## config.mk

```make
export PLATFORM = sky130hd
export DESIGN_NAME = vga_bus_pipe
export DESIGN_NICKNAME = d
export VERILOG_FILES = /design/src/rtl/vga_bus_pipe.sv
export SDC_FILE = /design/constraint.sdc
export NUM_CORES = 1
export LEC_CHECK = 0
export ABC_AREA = 1
export CAP_MARGIN = 30
export CORE_ASPECT_RATIO = 1.75
export CORE_MARGIN = 2
export CORE_UTILIZATION = 35
export CTS_CLUSTER_SIZE = 28
export DETAILED_ROUTE_END_ITERATION = 7
export PLACE_DENSITY = 0.69
export SYNTH_ARGS = -nofsm -noshare
export SYNTH_HDL_FRONTEND = slang
export SYNTH_SLANG_ARGS = --single-unit
```

## constraint.sdc

```tcl
create_clock -name clk -period 1.46 [get_ports clk]
set_clock_uncertainty 0.05 [all_clocks]
set_input_delay 0.292 -clock clk [delete_from_list [all_inputs] [get_ports clk]]
set_output_delay 0.292 -clock clk [all_outputs]
set_load 0.02 [all_outputs]
```

## src/rtl/vga_bus_pipe.sv

```systemverilog
// Fixed-latency register pipeline for the VGA timing/pixel bus, with optional rgb blanking
// and a frame-start pulse plus frame counter that stay aligned with the delayed bus.
module vga_bus_pipe #(
  parameter int unsigned HV_W      = 11,
  parameter int unsigned RGB_W     = 12,
  parameter int unsigned DEPTH     = 2,
  parameter int unsigned BLANK_RGB = 1,
  parameter int unsigned FCNT_W    = 8
) (
  input  logic              clk,
  input  logic              rst,
  input  logic [HV_W-1:0]   in_hcount,
  input  logic [HV_W-1:0]   in_vcount,
  input  logic              in_hsync,
  input  logic              in_vsync,
  input  logic              in_hblnk,
  input  logic              in_vblnk,
  input  logic [RGB_W-1:0]  in_rgb,
  output logic [HV_W-1:0]   out_hcount,
  output logic [HV_W-1:0]   out_vcount,
  output logic              out_hsync,
  output logic              out_vsync,
  output logic              out_hblnk,
  output logic              out_vblnk,
  output logic [RGB_W-1:0]  out_rgb,
  output logic              out_frame_start,
  output logic [FCNT_W-1:0] out_frame_cnt
);

  // Bus word: {hcount, vcount, hsync, vsync, hblnk, vblnk, rgb, sof}
  localparam int unsigned BusW = 2 * HV_W + RGB_W + 5;

  logic [BusW-1:0]   stage_q [DEPTH];
  logic [BusW-1:0]   bus_in;
  logic [BusW-1:0]   bus_out;
  logic [RGB_W-1:0]  rgb_raw;
  logic              prev_zero_q;
  logic              in_zero;
  logic              sof;
  logic [FCNT_W-1:0] frame_cnt_q;

  assign in_zero = (in_hcount == '0) && (in_vcount == '0);
  // Only the first cycle of a run of (0,0) inputs starts a frame.
  assign sof     = in_zero && !prev_zero_q;
  assign bus_in  = {in_hcount, in_vcount, in_hsync, in_vsync, in_hblnk, in_vblnk, in_rgb, sof};

  always_ff @(posedge clk) begin
    if (rst) begin
      prev_zero_q <= 1'b0;
      for (int unsigned i = 0; i < DEPTH; i++) begin
        stage_q[i] <= '0;
      end
    end else begin
      prev_zero_q <= in_zero;
      stage_q[0]  <= bus_in;
      for (int unsigned i = 1; i < DEPTH; i++) begin
        stage_q[i] <= stage_q[i-1];
      end
    end
  end

  assign bus_out = stage_q[DEPTH-1];
  assign {out_hcount, out_vcount, out_hsync, out_vsync, out_hblnk, out_vblnk, rgb_raw,
          out_frame_start} = bus_out;

  always_comb begin
    out_rgb = rgb_raw;
    if ((BLANK_RGB != 0) && (out_hblnk || out_vblnk)) begin
      out_rgb = '0;
    end
  end

  always_ff @(posedge clk) begin
    if (rst) begin
      frame_cnt_q <= '0;
    end else if (out_frame_start) begin
      frame_cnt_q <= frame_cnt_q + 1'b1;
    end
  end

  assign out_frame_cnt = frame_cnt_q;

endmodule

```

==> results of run 1 <==
-- area by class of cell --
| class | count | share of cell area |
|---|---|---|
| clock buffers | 10 | 0.0564 |
| clock inverters | 6 | 0.0151 |
| inverters | 97 | 0.0897 |
| multi-input cells | 145 | 0.162 |
| flip-flops and latches | 87 | 0.430 |
| well taps | 92 | 0.0284 |
| repair buffers | 96 | 0.219 |
-- sequential cells by signal, summed over array words and instances (netlist names) --
name / count
stage_q: 78
out_frame_cnt: 8
prev_zero_q: 1
-- critical path: stages (launching register included) --
cell	delay, ns
dfxtp_2	0.33
or2_4	0.27
buf_4	0.15
nor2_4	0.09
buf_6	0.13
-- repair_timing --
| item | CTS | global route |
|---|---|---|
| buffers inserted | 3 | 1 |
| hold endpoints to repair | 0 | 0 |
| setup endpoints to repair | 47 | 13 |
| gates resized for setup | 111 | 14 |
| cloned | 1 | 0 |
| hold buffers | 0 | 0 |
| pin swaps | 2 | 2 |
-- kinds of logic after synthesis --
| family | Yosys count | synth area share |
|---|---|---|
| buf+inv | 129 | 0.197 |
| flops | 87 | 0.599 |
| fa+ha+maj | 1 | 0.00430 |
| simple gates | 134 | 0.184 |
| compound gates | 9 | 0.0155 |
-- layout by cell type, fill, tap and decap left out, drive strengths merged --
cell,n
clkinvlp,1
clkinv,4
nor2,111
nand3,6
buf,23
or2,2
ha,1
inv,97
nor3,1
nand4,1
a21oi,6
nand2,14
bufinv,1
dlygate4sd2,34
dfxtp,87
o21ai,3
clkdlybuf4s50,38
clkbuf,11
-- synth_stat cells --
library cell / instances / area, µm²
dfxtp_1: 87 / 1740
ha_1: 1 / 12.5
nor2_2: 1 / 6.26
inv_2: 1 / 3.75
buf_2: 5 / 25.0
nand4_1: 1 / 6.26
nand3_2: 1 / 10.0
nand2_2: 1 / 6.26
inv_1: 96 / 360
nor3_1: 1 / 5.00
buf_4: 22 / 165
or2_2: 1 / 6.26
clkbuf_1: 5 / 18.8
nor2_4: 1 / 11.3
nor2_1: 109 / 409
a21oi_1: 6 / 30.0
nand3_1: 5 / 25.0
nand2_1: 13 / 48.8
o21ai_0: 3 / 15.0
-- report_power, final --
| group | total [W] | internal, W | switching (W) | leakage [nW] |
|---|---|---|---|---|
| Combinational | 0.000412 | 0.000207 | 0.000205 | 1.18 |
| Clock | 0.00219 | 0.00132 | 0.000873 | 0.142 |
| Sequential | 0.00249 | 0.00247 | 0.0000221 | 0.718 |
-- layer usage --
| metal | GRT usage | up-vias |
|---|---|---|
| li1 | - | 1134 |
| met1 | 0.114 | 900 |
| met2 | 0.225 | 54 |
| met3 | 0.0469 | 13 |
| met4 | 0.0773 | 0 |
| met5 | 0 | - |
-- path summary, 6_finish.rpt --
path / slack [ns] / endpoint / cells after the start / from
worst min register to register: 0.34 / stage_q[0][0]$_SDFF_PP0_ / 1 / prev_zero_q$_SDFF_PP0_
worst max register to register: 0.21 / out_frame_cnt[6]$_SDFFE_PP0P_ / 7 / out_frame_cnt[0]$_SDFFE_PP0P_
worst min-delay path: 0.26 / out_frame_cnt[5]$_SDFFE_PP0P_ / 4 / rst
worst max-delay path: -0.20 / out_rgb[0] / 4 / stage_q[0][52]$_SDFF_PP0_
-- metrics by stage --
stage                     utilization  std cells
after global routing            0.495        533
after CTS                       0.489        532
after global placement          0.453        512
final                           0.495        533
after floorplan                     -        360
after detailed placement        0.453        512
==> results.tsv, run 1 <==
metric	value	unit
wire per inst	9.87	µm
largest net degree at the start of global routing	33	
placed instance area	3710	µm²
yosys warns	0	
Worst Tran Pin Value	0.302	ns
Synth cell types	19	
synthesized area	2910	µm²
Critical Path Source Type	flop	
Chip Width	72.9	µm
Avg Cell Area, Syn	8.07	µm²
fin nets	477	
maximum VDD drop	0.000644	V
RSZ-0062 raised after global routing	true	
WL final	5.26	mm
row cnt	44	
worst hold slack	0.258	ns
Slew HR	0.798	
# fillers	797	
first-pass GRT wire length	8.56	mm
status	complete, but fails checks	
CP Class	reg2out	
initial antenna violation count	0	
Post-Route M1 WL	1.97	mm
area of the multi-input gates	658	µm²
Initial Util	0.354	
DR vias	2101	
syn nets	401	
Detailed Routing Iterations Pass 1	4	
dpl ws	-0.295	ns
Synth Register Bits	87	
# IOs	87	
H-tree levels	3	
clock insertion delay at the later pin of the skew report	0.33	ns
violated checks	setup timing	
DR WL met3	301	µm
Total GRT Usage	0.126	
ratio of total power to cell area	1260	nW/µm²
Final HPWL DP	3.71	mm
DRC	0	
cts bufs inserted	9	
final worst setup slack	-0.198	ns
chip height	125	µm
Syn-to-layout area delta	39.6	%
setup tns final	-1.35	ns
Worst-path clk slew	0.06	ns
clock tree sinks	87	
register area	1740	µm²
Final setup viols	12	
Lkg Pwr	2.04	nW
crit path DAT	1.32	ns
fraction of layout cells with a size suffix above 1	0.127	
final instance area	4060	µm²
Max Used Layer	met4	
CP required	1.12	ns
grt ovf	0	
Die Footprint	9080	µm²
Placer Congestion	0.809	
Hold Violations, Final	0	
Initial DRC Count	40	
IO Port Bufs	86	
CTS Buffer Depth	2	
vias in the first global route	2029	
Final Cycle Share	1.14	
Mapped Cells	360	
TritonCTS clock tree	yes	
crit path max fanout	6	
fmax	0.603	GHz
n_diodes	0	
core area	8200	µm²
Via density	3.94	
fin. max-slew vios	0	
remaining antenna violation count	0	
CP Capture Type	output pin	
sequential fraction of the synthesis area	0.599	
Power Total	0.00510	W
Routed met2 length	2.79	mm
clock root buffer master	clkbuf_16	
worst min path class	in2reg	
post-route minimum period	1.66	ns
Max-Cap Viols	0	
Note: power is estimated with default switching activity, not from simulation.
==> run 2, diff against run 1 <==
- CTS_CLUSTER_DIAMETER: unset -> 100
- SETUP_SLACK_MARGIN: unset -> 0.4
- clock period: 1.46 -> 2.1 ns (I/O delays scaled with it)
==> results.tsv, run 2 (synthesis results as in run 1) <==
metric	value	unit	change
status	complete, no violations		
CP Capture Type	output pin		
crit path DAT	1.20	ns	-0.12 ns
Initial DRC Count	46		+15%
RSZ-0062 raised after global routing	true		
fmax	0.598	GHz	
commonest non-fill, non-tap cell in the layout	nor2_1		
Placer Congestion	0.781		-3.5%
WL final	5.17	mm	-1.7%
worst min path class	in2reg		
vias in the first global route	1942		-4.3%
dpl ws	0.195	ns	+0.489 ns
DRC	0		unchanged
clock insertion delay at the later pin of the skew report	0.33	ns	about the same
Final HPWL DP	3.73	mm	+0.55%
grt ovf	0		unchanged
row cnt	44		unchanged
first-pass GRT wire length	8.48	mm	-0.96%
Syn-to-layout area delta	37.1	%	
fin nets	469		-1.7%
Critical Path Source Type	flop		
Bufs and invs on worst path	1		-1
Max stage delay on crit path	0.33	ns	about the same
CP max stage cell	dfxtp_2		
# IOs	87		unchanged
clock tree sinks	87		unchanged
Die Footprint	9080	µm²	unchanged
core area	8200	µm²	unchanged
Worst Tran Pin Value	0.393	ns	+0.0911 ns
Total GRT Usage	0.124		-0.00163
Top Family by Delay on Critical Path	simple AND/OR/NAND/NOR gates		
Hold Violations, Final	0		unchanged
post-route minimum period	1.67	ns	
ratio of total power to cell area	895	nW/µm²	-29%
H-tree levels	3		unchanged
clock root buffer master	clkbuf_16		
max FFs per register	78		unchanged
Slew HR	0.738		-0.0607
Initial Util	0.354		unchanged
final core utilization	0.486		-0.00915
Power Total	0.00356	W	-30%
fin. max-slew vios	0		unchanged
chip height	125	µm	unchanged
cts bufs inserted	9		unchanged
n_diodes	0		unchanged
IO Port Bufs	86		unchanged
Chip Width	72.9	µm	unchanged
Via density	4.00		+1.5%
Lkg Pwr	1.99	nW	-2.5%
initial antenna violation count	0		unchanged
fraction of layout cells with a size suffix above 1	0.118		-0.00920
setup tns final	0	ns	+1.35 ns
crit path max fanout	6		unchanged
crit-path cells	or2_4, nor2_2, buf_6		
TritonCTS clock tree	yes		
CTS Buffer Depth	2		unchanged
Final Cycle Share	0.796		
maximum VDD drop	0.000411	V	-36%
Worst-path clk slew	0.06	ns	about the same
CP Class	reg2out		
wire per inst	9.85	µm	-0.25%
CP required	1.63	ns	+0.51 ns
Biggest register	stage_q		
Detailed Routing Iterations Pass 1	4		unchanged
Final setup viols	0		-12
commonest non-fill, non-tap cells in the layout	nor2_1 (98), inv_1 (96), dfxtp_1 (84)		
largest net degree at the start of global routing	43		+30%
remaining antenna violation count	0		unchanged
final worst setup slack	0.428	ns	+0.625 ns
Max-Cap Viols	0		unchanged
DR vias	2100		-0.048%
[run 2: changes by cell type in the layout (fill, tap and decap cells not counted), sizes merged]
| cell | delta |
|---|---|
| buf | -8 |
| clkinv | -3 |
| clkinvlp | +2 |
| clkbuf | -1 |
| dlygate4sd2 | +1 |
| inv | +1 |
[run 2: final timing paths]
kind                            startpoint                            end  slack (ns)  cells past startpoint
max              stage_q[0][53]$_SDFF_PP0_                     out_rgb[8]        0.43                      3
max reg2reg  out_frame_cnt[0]$_SDFFE_PP0P_  out_frame_cnt[6]$_SDFFE_PP0P_        0.86                      6
min reg2reg         prev_zero_q$_SDFF_PP0_       stage_q[0][0]$_SDFF_PP0_        0.34                      1
min                                    rst      stage_q[0][39]$_SDFF_PP0_        0.29                      2
[run 2: metal layers]
layer	up-vias	wire length [µm]	GRT usage	part of all wire
met5	-	0	0	0
met4	0	220	0.0882	0.043
met3	16	249	0.0372	0.048
met2	59	2690	0.214	0.52
met1	905	2010	0.121	0.39
li1	1120	-	-	-
[run 2: layout make-up]
class | instances | area [µm²]
Fill cell | 797 | 4220
Sequential cell | 87 | 1750
Timing Repair Buffer | 88 | 820
Multi-Input combinational cell | 145 | 641
Inverter | 97 | 364
Clock buffer | 10 | 229
Tap cell | 92 | 115
Clock inverter | 6 | 70.1
[run 2: timing repair]
item | CTS | global route
setup endpoints to repair | 47 | 13
gates cloned | 0 | 1
setup buffers | 0 | 0
gates resized for setup | 83 | 36
hold buffers | 0 | 0
pin swaps | 0 | 1
[run 2: stage by stage]
stage               instances  instance area, µm²  hold WS (ns)
floorplan                 360                2910         0.318
global placement          508                3680         0.328
detailed placement        508                3680         0.330
CTS                       524                3890         0.285
global route              525                3980         0.300
finish                    525                3980         0.288
[run 2: where the power goes]
group          leakage [nW]  internal, W  total [W]  switching, W
Combinational          1.14     0.000134   0.000270      0.000136
Clock                 0.135     0.000927    0.00156      0.000633
Sequential            0.719      0.00172    0.00173     0.0000163
Total                  1.99      0.00278    0.00356      0.000785
==> run 3, diff against run 2 <==
- clock period: 2.1 -> 1.7 ns (I/O delays scaled with it)
==> results.tsv, run 3 (synthesis results as in run 1) <==
metric	value	unit	change
CP required	1.31	ns	-0.32 ns
Final HPWL DP	3.79	mm	+1.6%
Hold Buf Count CTS	0		unchanged
wire per inst	9.86	µm	+0.14%
fraction of layout cells with a size suffix above 1	0.207		+0.0896
WL final	5.19	mm	+0.33%
clock tree sinks	87		unchanged
Slew HR	0.774		+0.0367
first-pass GRT wire length	8.76	mm	+3.3%
CP Capture Type	output pin		
Hold Violations, Final	0		unchanged
setup bufs post-CTS	0		unchanged
ratio of total power to cell area	1110	nW/µm²	+24%
worst min path class	in2reg		
Syn-to-layout area delta	36.2	%	
# IOs	87		unchanged
fin nets	470		+0.21%
row cnt	44		unchanged
crit path DAT	1.22	ns	+0.02 ns
Die Footprint	9080	µm²	unchanged
Via density	3.94		-1.4%
Chip Width	72.9	µm	unchanged
initial antenna violation count	0		unchanged
status	complete, no violations		
IO Port Bufs	86		unchanged
Lkg Pwr	1.93	nW	-3.3%
Final Cycle Share	0.949		
fmax	0.620	GHz	
commonest non-fill, non-tap cell in the layout	nor2_1		
Max stage delay on crit path	0.33	ns	about the same
worst hold slack	0.312	ns	+0.0237 ns
CTS Buffer Depth	2		unchanged
Final setup viols	0		unchanged
Detailed Routing Iterations Pass 1	4		unchanged
Worst Tran Pin Value	0.338	ns	-0.0550 ns
crit-path cells	or2_4, nor2_1, buf_4		
remaining antenna violation count	0		unchanged
largest net degree at the start of global routing	37		-14%
vias in the first global route	1959		+0.88%
Worst-path clk slew	0.06	ns	about the same
post-route minimum period	1.61	ns	
DR vias	2074		-1.2%
H-tree levels	3		unchanged
Initial Util	0.354		unchanged
crit path max fanout	6		unchanged
grt ovf	0		unchanged
clock root buffer master	clkbuf_16		
chip height	125	µm	unchanged
Initial DRC Count	60		+30%
Max-Cap Viols	0		unchanged
fin. max-slew vios	0		unchanged
maximum VDD drop	0.000613	V	+49%
max FFs per register	78		unchanged
clock insertion delay at the later pin of the skew report	0.33	ns	about the same
final core utilization	0.482		-0.00320
Total GRT Usage	0.128		+0.00385
commonest non-fill, non-tap cells in the layout	nor2_1 (98), inv_1 (96), dfxtp_1 (80)		
core area	8200	µm²	unchanged
RSZ-0062 raised after global routing	true		
cts bufs inserted	9		unchanged
TritonCTS clock tree	yes		
CP max stage cell	dfxtp_2		
Placer Congestion	0.695		-11%
DRC	0		unchanged
Biggest register	stage_q		
Critical Path Source Type	flop		
CP Class	reg2out		
n_diodes	0		unchanged
==> run 3: changes by cell type in the layout (fill, tap and decap cells not counted), moves of 5 or more <==
cell and change:
nor2_2 -10, nor2_4 +10, dlygate4sd2_1 -34, buf_6 +5
buf_2 +28
==> run 3: cell type report <==
type | count | area, µm²
Sequential cell | 87 | 1750
Multi-Input combinational cell | 145 | 698
Clock buffer | 13 | 250
Timing Repair Buffer | 89 | 737
Fill cell | 789 | 4250
Tap cell | 92 | 115
Clock inverter | 3 | 42.5
Inverter | 97 | 364
==> run 3: worst paths after layout <==
path | to | depth (start not counted) | slack (ns) | from
worst max register to register | out_frame_cnt[6]$_SDFFE_PP0P_ | 6 | 0.53 | out_frame_cnt[1]$_SDFFE_PP0P_
worst min register to register | stage_q[0][53]$_SDFF_PP0_ | 2 | 0.35 | stage_q[0][14]$_SDFF_PP0_
worst min-delay path | stage_q[0][51]$_SDFF_PP0_ | 2 | 0.31 | rst
worst max-delay path | out_rgb[11] | 3 | 0.09 | stage_q[0][52]$_SDFF_PP0_
==> run 3: critical path, delay by kind of cell, from the launching register on <==
kind                   cells  cell delay [ns]
and+or+nand+nor            2             0.42
DFF                        1             0.33
buffers and inverters      1             0.14
==> run 3: stage by stage <==
step           setup TNS [ns]  setup WS [ns]  power, W  instances  area, µm²
2_1_floorplan               0          0.382   0.00240        360       3000
3_3_place_gp           -0.645        -0.0737   0.00255        509       3770
3_5_place_dp           -0.814         -0.104   0.00255        509       3770
4_1_cts                     0         0.0652   0.00446        526       4030
5_1_grt                     0         0.0382   0.00457        526       3960
6_report                    0         0.0862   0.00438        526       3960
==> run 3: layer usage <==
layer	wire, µm	up-vias	GRT usage
li1	-	1119	-
met1	2010	896	0.133
met2	2820	49	0.222
met3	216	10	0.0340
met4	142	0	0.0752
met5	0	-	0
==> run 3: where the power goes <==
part           switching, W  total [W]  internal (W)
registers         0.0000204    0.00214       0.00212
logic              0.000179   0.000345      0.000167
clock network      0.000715    0.00189       0.00118
==> run 3: what timing repair did <==
action                                  CTS  global route
cloned                                    1             0
endpoints found under the setup margin   47            35
gates resized for setup                 197            26
pin swaps                                 4             4
